File: config.mk
export PLATFORM = sky130hd
export DESIGN_NAME = simon_blk_packer
export DESIGN_NICKNAME = d
export VERILOG_FILES = /design/src/rtl/simon_blk_packer.sv
export SDC_FILE = /design/constraint.sdc
export NUM_CORES = 1
export LEC_CHECK = 0
export ABC_AREA = 1
export CAP_MARGIN = 15
export CORE_MARGIN = 10
export CORE_UTILIZATION = 42
export CTS_CLUSTER_DIAMETER = 30
export CTS_CLUSTER_SIZE = 30
export DETAILED_ROUTE_END_ITERATION = 10
export PLACE_DENSITY = 0.85
export SLEW_MARGIN = 10
export SYNTH_ARGS = -nofsm -noshare
export SYNTH_HDL_FRONTEND = slang
export SYNTH_SLANG_ARGS = --single-unit
File: constraint.sdc
create_clock -name clk -period 5.6 [get_ports clk]
set_input_delay 0.56 -clock clk [delete_from_list [all_inputs] [get_ports clk]]
set_output_delay 0.56 -clock clk [all_outputs]
set_load 0.005 [all_outputs]
File: src/rtl/simon_blk_packer.sv
// -----------------------------------------------------------------------------
// simon_blk_packer
//
// Packs an incoming byte stream into one Simon cipher block per output beat.
// The byte at position k of a block lands in blk_out[BLOCK_BITS-1-8k -: 8], so
// the first byte of a block is its most-significant byte. A message that ends
// before the block is full produces a zero-padded short block. blk_out_nbytes
// reports how many bytes of that block are valid.
//
// Handshake rule, used on both sides: a transfer happens on a rising clk edge
// where valid and ready are both high. Once valid is raised it stays high,
// and the payload stays unchanged, until that transfer happens.
//
// Parameters:
//   BLOCK_BITS      Simon block size in bits: 32, 48, 64, 96 or 128
//
// Ports:
//   clk             clock
//   rst             asynchronous, active-high reset
//   byte_in         input byte
//   byte_in_vld     byte_in valid
//   byte_in_last    last byte of a message (qualified by byte_in_vld)
//   byte_in_rdy     packer can accept a byte
//   blk_out         packed block, bits [255:BLOCK_BITS] always zero
//   blk_out_nbytes  number of valid bytes in blk_out (1..NB while valid)
//   blk_out_last    block holds the last byte of the message
//   blk_out_vld     block valid
//   blk_out_rdy     consumer ready
// -----------------------------------------------------------------------------
module simon_blk_packer #(
  parameter int BLOCK_BITS = 64
) (
  input  logic         clk,
  input  logic         rst,
  input  logic [7:0]   byte_in,
  input  logic         byte_in_vld,
  input  logic         byte_in_last,
  output logic         byte_in_rdy,
  output logic [255:0] blk_out,
  output logic [4:0]   blk_out_nbytes,
  output logic         blk_out_last,
  output logic         blk_out_vld,
  input  logic         blk_out_rdy
);

  localparam int NB = BLOCK_BITS / 8;

  if (BLOCK_BITS != 32 && BLOCK_BITS != 48 && BLOCK_BITS != 64 &&
      BLOCK_BITS != 96 && BLOCK_BITS != 128) begin : g_bad_block_bits
    $error("simon_blk_packer: BLOCK_BITS must be 32, 48, 64, 96 or 128");
  end

  typedef enum logic {
    FILL = 1'b0,
    FULL = 1'b1
  } state_e;

  state_e                  state_q, state_d;
  logic [3:0]              cnt_q, cnt_d;
  logic [BLOCK_BITS-1:0]   blk_q, blk_d;
  logic [4:0]              nb_q, nb_d;
  logic                    last_q, last_d;
  logic                    accept;

  // Writes byte b at block position pos (position 0 is the MSB byte).
  // The loop keeps every part-select constant.
  function automatic logic [BLOCK_BITS-1:0] put_byte(
    input logic [BLOCK_BITS-1:0] blk,
    input logic [3:0]            pos,
    input logic [7:0]            b
  );
    logic [BLOCK_BITS-1:0] r;
    r = blk;
    for (int k = 0; k < NB; k++) begin
      if (4'(k) == pos) begin
        r[BLOCK_BITS-1-8*k -: 8] = b;
      end
    end
    return r;
  endfunction

  // In FULL the input side follows the consumer, so a byte can enter
  // on the same edge that the finished block leaves.
  assign byte_in_rdy = (state_q == FILL) ? 1'b1 : blk_out_rdy;
  assign accept      = byte_in_vld && byte_in_rdy;

  assign blk_out_vld    = (state_q == FULL);
  assign blk_out        = {{(256-BLOCK_BITS){1'b0}}, blk_q};
  assign blk_out_nbytes = nb_q;
  assign blk_out_last   = last_q;

  always_comb begin
    state_d = state_q;
    cnt_d   = cnt_q;
    blk_d   = blk_q;
    nb_d    = nb_q;
    last_d  = last_q;

    case (state_q)
      FILL: begin
        if (accept) begin
          blk_d = put_byte(blk_q, cnt_q, byte_in);
          if (cnt_q == 4'(NB-1) || byte_in_last) begin
            state_d = FULL;
            nb_d    = {1'b0, cnt_q} + 5'd1;
            last_d  = byte_in_last;
            cnt_d   = '0;
          end else begin
            cnt_d = cnt_q + 4'd1;
          end
        end
      end

      FULL: begin
        if (blk_out_rdy) begin
          if (accept) begin
            // Handoff and first byte of the next block on one edge.
            // The register is cleared so a short block is zero-padded.
            blk_d = put_byte('0, 4'd0, byte_in);
            if (byte_in_last) begin
              state_d = FULL;
              nb_d    = 5'd1;
              last_d  = 1'b1;
              cnt_d   = '0;
            end else begin
              state_d = FILL;
              nb_d    = '0;
              last_d  = 1'b0;
              cnt_d   = 4'd1;
            end
          end else begin
            state_d = FILL;
            blk_d   = '0;
            nb_d    = '0;
            last_d  = 1'b0;
            cnt_d   = '0;
          end
        end
      end

      default: begin
        state_d = FILL;
      end
    endcase
  end

  always_ff @(posedge clk or posedge rst) begin
    if (rst) begin
      state_q <= FILL;
      cnt_q   <= '0;
      blk_q   <= '0;
      nb_q    <= '0;
      last_q  <= 1'b0;
    end else begin
      state_q <= state_d;
      cnt_q   <= cnt_d;
      blk_q   <= blk_d;
      nb_q    <= nb_d;
      last_q  <= last_d;
    end
  end

  // The byte position never leaves the block.
  a_cnt_range: assert property (@(posedge clk) disable iff (rst)
    cnt_q <= 4'(NB-1));

  // A stalled output beat keeps its payload.
  a_stall_hold: assert property (@(posedge clk) disable iff (rst)
    (blk_out_vld && !blk_out_rdy) |=>
      (blk_out_vld && $stable(blk_q) && $stable(nb_q) && $stable(last_q)));

endmodule
# Word-level counts from Yosys, hierarchy flattened
# Cells that the tools add are included.
op_classes:
  add_sub_neg: 2
  eq_ne: 19
  bitwise_logic: 1
  mux: 35
  reduce_logical: 13
op_table:
  columns: ["op", "n"]
  rows:
  - ["$mux W64", 3]
  - ["$pmux W64 S2", 1]
  - ["$mux W8", 8]
  - ["$reduce_and A3 Y1", 9]
  - ["$mux W5", 4]
  - ["$ne A2 B1 Y1 const B", 9]
  - ["$eq A3 B4 Y1 const A", 4]
  - ["$mux W4", 4]
  - ["$mux W1", 11]
  - ["$pmux W5 S2", 1]
  - ["$eq A2 B4 Y1 const A", 2]
  - ["$pmux W4 S2", 1]
  - ["$add A4 B1 Y5 const B", 1]
  - ["$add A4 B1 Y4 const B", 1]
  - ["$eq A1 B4 Y1 const A", 1]
  - ["$eq A4 B3 Y1 const B", 1]
  - ["$logic_not A4 Y1", 1]
  - ["$ne A2 B2 Y1 const B", 2]
  - ["$pmux W1 S2", 2]
  - ["$reduce_and A2 Y1", 1]
  - ["$logic_and A1 B1 Y1", 1]
  - ["$logic_or A1 B1 Y1", 1]
  - ["$not A1 Y1", 1]
word_totals:
  register_bits: 75
  inputBits: 13
  out_inout_bits: 264
  elab_cells: 82

# Logic depth before layout (Yosys ltp)
depth:
  word_depth: 5
  ltp_mapped: 8
  mapped_depth_nobuf: 8

# Least setup slack after synthesis
# OpenSTA, ideal clock, no wires.
synth_timing:
  path_kind: "flip-flop to flip-flop"
  start: "register cnt_q[0]"
  end: "register blk_q[40]"
  path_slack_ns: 4.198
  required_ns: 5.483
  path_buffers: 0
  t_arrival_ns: 1.284
  stages_incl_launch_ff: 8
  synth_period_minus_slack_ns: 1.402
  setup_ns: 0.117
  path_cell_list: "dfrtp_1 > inv_1 > ha_1 > inv_1 > o21ai_2 > nand2_1 > nand2_1 > nand2_1"
synth_between:
  elab_chain_len: 3
synth_rtl:
  columns: ["item", "line", "rtl"]
  rows:
  - ["start, declared", "59", "logic [3:0] cnt_q, cnt_d;"]
  - ["start signal, assigned", "156", "cnt_q <= cnt_d;"]
  - ["$eq A2 B4 Y1", "75", "if (4'(k) == pos) begin"]
  - ["$ne A2 B1 Y1 (no line)", null, null]
  - ["$reduce_and A3 Y1 (no line)", null, null]
  - ["end signal, assigned", "157", "blk_q <= blk_d;"]
  - ["end, declared", "60", "logic [BLOCK_BITS-1:0] blk_q, blk_d;"]
# Every way passes these cells.
# A chain may end at the register's enable or synchronous reset.

# Worst setup path after layout
layout_timing:
  start: "input blk_out_rdy"
  end: "register blk_q[17]"
layout_between:
  elab_chain_len: 4
  elab_cells_between_ends: 5
  cone_classes: "eq/ne: 2; mux: 1; reduce/logical: 2"
layout_rtl:
  columns: ["item", "line", "rtl"]
  rows:
  - ["start, declared", "43", "input logic blk_out_rdy"]
  - ["$mux W1", "84", "assign byte_in_rdy = (state_q == FILL) ? 1'b1 : blk_out_rdy;"]
  - ["$logic_and A1 B1 Y1", "85", "assign accept = byte_in_vld && byte_in_rdy;"]
  - ["$ne A2 B2 Y1 (no line)", null, null]
  - ["$reduce_and A3 Y1 (no line) (*)", null, null]
# Every way passes the cells marked *; elsewhere a longest branch is shown, timed or not.

==> flow_summary.yaml <==
cts:
  clock-sinks: 75
  max-clock-path-buffers: 2
  cts_buffers: 9
  cts.clk_slew.worst_paths_ps: 60
  cts_hold_buffers: 0
  root_buffer: "clkbuf_16"
  cts_setup_buffers: 0
  cts_resized: 0
  clock_latency_ps: 330
  cts_tree: "built"
  htreeDepth: 3
timing:
  maxSlewHeadroom: 0.399
  setup_ws_ps: 3190
  finalSetupViolCount: 0
  clock.fmax_ghz: 0.415
  skew_ps: 5.28
  drv_slew: 0
  min_period_ps: 2410
  fin_crit_sh: 0.430
  tns_ps: 0
  hold_viol_final: 0
  rsz0062_at_grt: "no"
  tightest_slew_ps: 900
worst_setup_path:
  worst_setup_path_end_kind: "flip-flop"
  worstSetupPathType: "input pin to flip-flop"
  start_kind: "input pin"
  critical_path.max_fanout: 56
  critPathArrivalTime_ps: 2620
  cp.required_ps: 5810
  reg2reg_slack_ps: 3290
placement:
  pre_cts_slack_ps: 2880
  io_buffers: 84
  globalplace.congestion: 0.875
  dp_hpwl_microns: 9590
detailed_routing:
  viasPerCell: 4.10
  dr.pass1.iters: 4
  initialDrtViolationCount: 326
  wire_per_inst_microns: 14.9
  totalWireLength_microns: 12200
  num_vias: 3355
  drc: 0
  antenna_left: 0
final_layout:
  nets: 692
  n_antenna_cell: 0
  layout_commonest_cell: "conb_1"
  area_growth_pct: 12.1
  final_cell_mix: "conb_1, nand2_1, clkdlybuf4s50_1"
  drive_gt1_frac: 0.0471
die:
  dieArea_sq_um: 15900
  start_util: 0.431
  coreArea_sq_um: 10900
  die_y_microns: 126
  chipWidth_microns: 126
  ioPinCount: 277
  rows: 38
global_routing:
  antenna_found_initial: 0
  grtUsageTotal: 0.145
  grt_pass1_vias: 3521
  grt_max_degree: 57
  grt_pass1_wl_microns: 18900
  overflow: 0
worst_hold_path:
  holdCritPathClass: "flip-flop to flip-flop"
power_and_ir_drop:
  cellLeakagePower_nw: 2.95
  vdd_drop_max_mv: 0.194
  p_per_area_nw_per_um2: 436
synthesis:
  yosys-top-cells-area: "dfrtp_1, buf_4, nand2_1, nand3_1, nor2_1"
  yosys.area.top_type: "dfrtp_1"
  syn_inst: 589
  yosysSeqAreaShare: 0.398
  synth_area_sq_um: 4720
  ys_warn_count: 0
  avgSynthCellArea_sq_um: 8.01
  ys_types: 19
  ys_seq_elements: 75
  yosysTopAreaCellShare: 0.398
run:
  cap_violations: 0
status:
  status: "finished, final reports clean"
-- per-stage QoR --
| step | instances | total power, mW | instance area [sq um] | utilization | hold WS (ps) |
|---|---|---|---|---|---|
| after detailed placement | 804 | 1.71 | 4970 | 0.455 | 458 |
| after CTS | 819 | 2.33 | 5290 | 0.484 | 474 |
| final | 819 | 2.31 | 5290 | 0.484 | 468 |
| after floorplan | 780 | 1.28 | 5430 | - | 449 |
| after global routing | 819 | 2.47 | 5290 | 0.484 | 497 |
| after global placement | 804 | 1.68 | 4970 | 0.455 | 454 |
-- layer usage --
layer | vias up | track usage | share of wire
li1 | 1620 | - | -
met1 | 1543 | 0.154 | 0.37
met2 | 180 | 0.248 | 0.50
met3 | 12 | 0.0688 | 0.11
met4 | 0 | 0.0509 | 0.012
met5 | - | 0 | 0
-- state kept, by name, summed over array words and instances, names as in the netlist --
register and flops:
blk_out_vld 1, blk_q 64, cnt_q 4, blk_out_last 1, blk_out_nbytes 5
-- Yosys cell counts --
cell and n:
o21ai_2 6, o21ai_0 1, clkbuf_1 3, nor3_1 1
nor2_1 24, inv_1 22, buf_4 193, o21ai_1 2
nand3_1 69, dfrtp_1 75, a21oi_1 1, nand4_1 1
buf_2 5, conb_1 1, nand2_1 172, ha_1 4
nor2_2 2, inv_2 1, nand2_2 6
-- worst paths after layout --
check                       startpoint        end  cells after the start
max in group asynchronous          rst  blk_q[53]                      3
min                          blk_q[15]  blk_q[15]                      2
max reg2reg                blk_out_vld  blk_q[17]                      6
min in group asynchronous          rst   blk_q[5]                      2
min reg2reg                  blk_q[15]  blk_q[15]                      2
max                        blk_out_rdy  blk_q[17]                      8
-- where the power goes --
group / switching (mW) / leakage, nW / internal, mW
clock: 0.217 / 0.154 / 0.398
combinational: 0.410 / 1.82 / 0.428
sequential: 0.119 / 0.973 / 0.734
total: 0.746 / 2.95 / 1.56
-- critical path: stages --
cell and delay (ps):
clkdlybuf4s50_1 500, inv_1 60, nand2_2 100, o21ai_2 110, inv_2 680, nand2_1 360, nand2_1 150, nand2_1 70
-- final cells by class --
cell class	count	area [sq um]
clock inverter	5	77.6
sequential	75	1880
timing repair buffer	85	848
tap	140	175
inverter	23	86.3
fill	1069	5650
clock buffer	10	239
multi-input combinational	481	1990
-- kinds of logic (layout without fill, tap and decap cells) --
family,Yosys count,count (layout),synth area share
AO/OA/AOI/OAI,10,10,0.0154
other,1,192,0.000795
buffers and inverters,224,123,0.333
adder cells (fa/ha/maj),4,4,0.0106
AND/OR/NAND/NOR,275,275,0.242
flip-flops,75,75,0.398
Power figures use the tool's default switching activity.
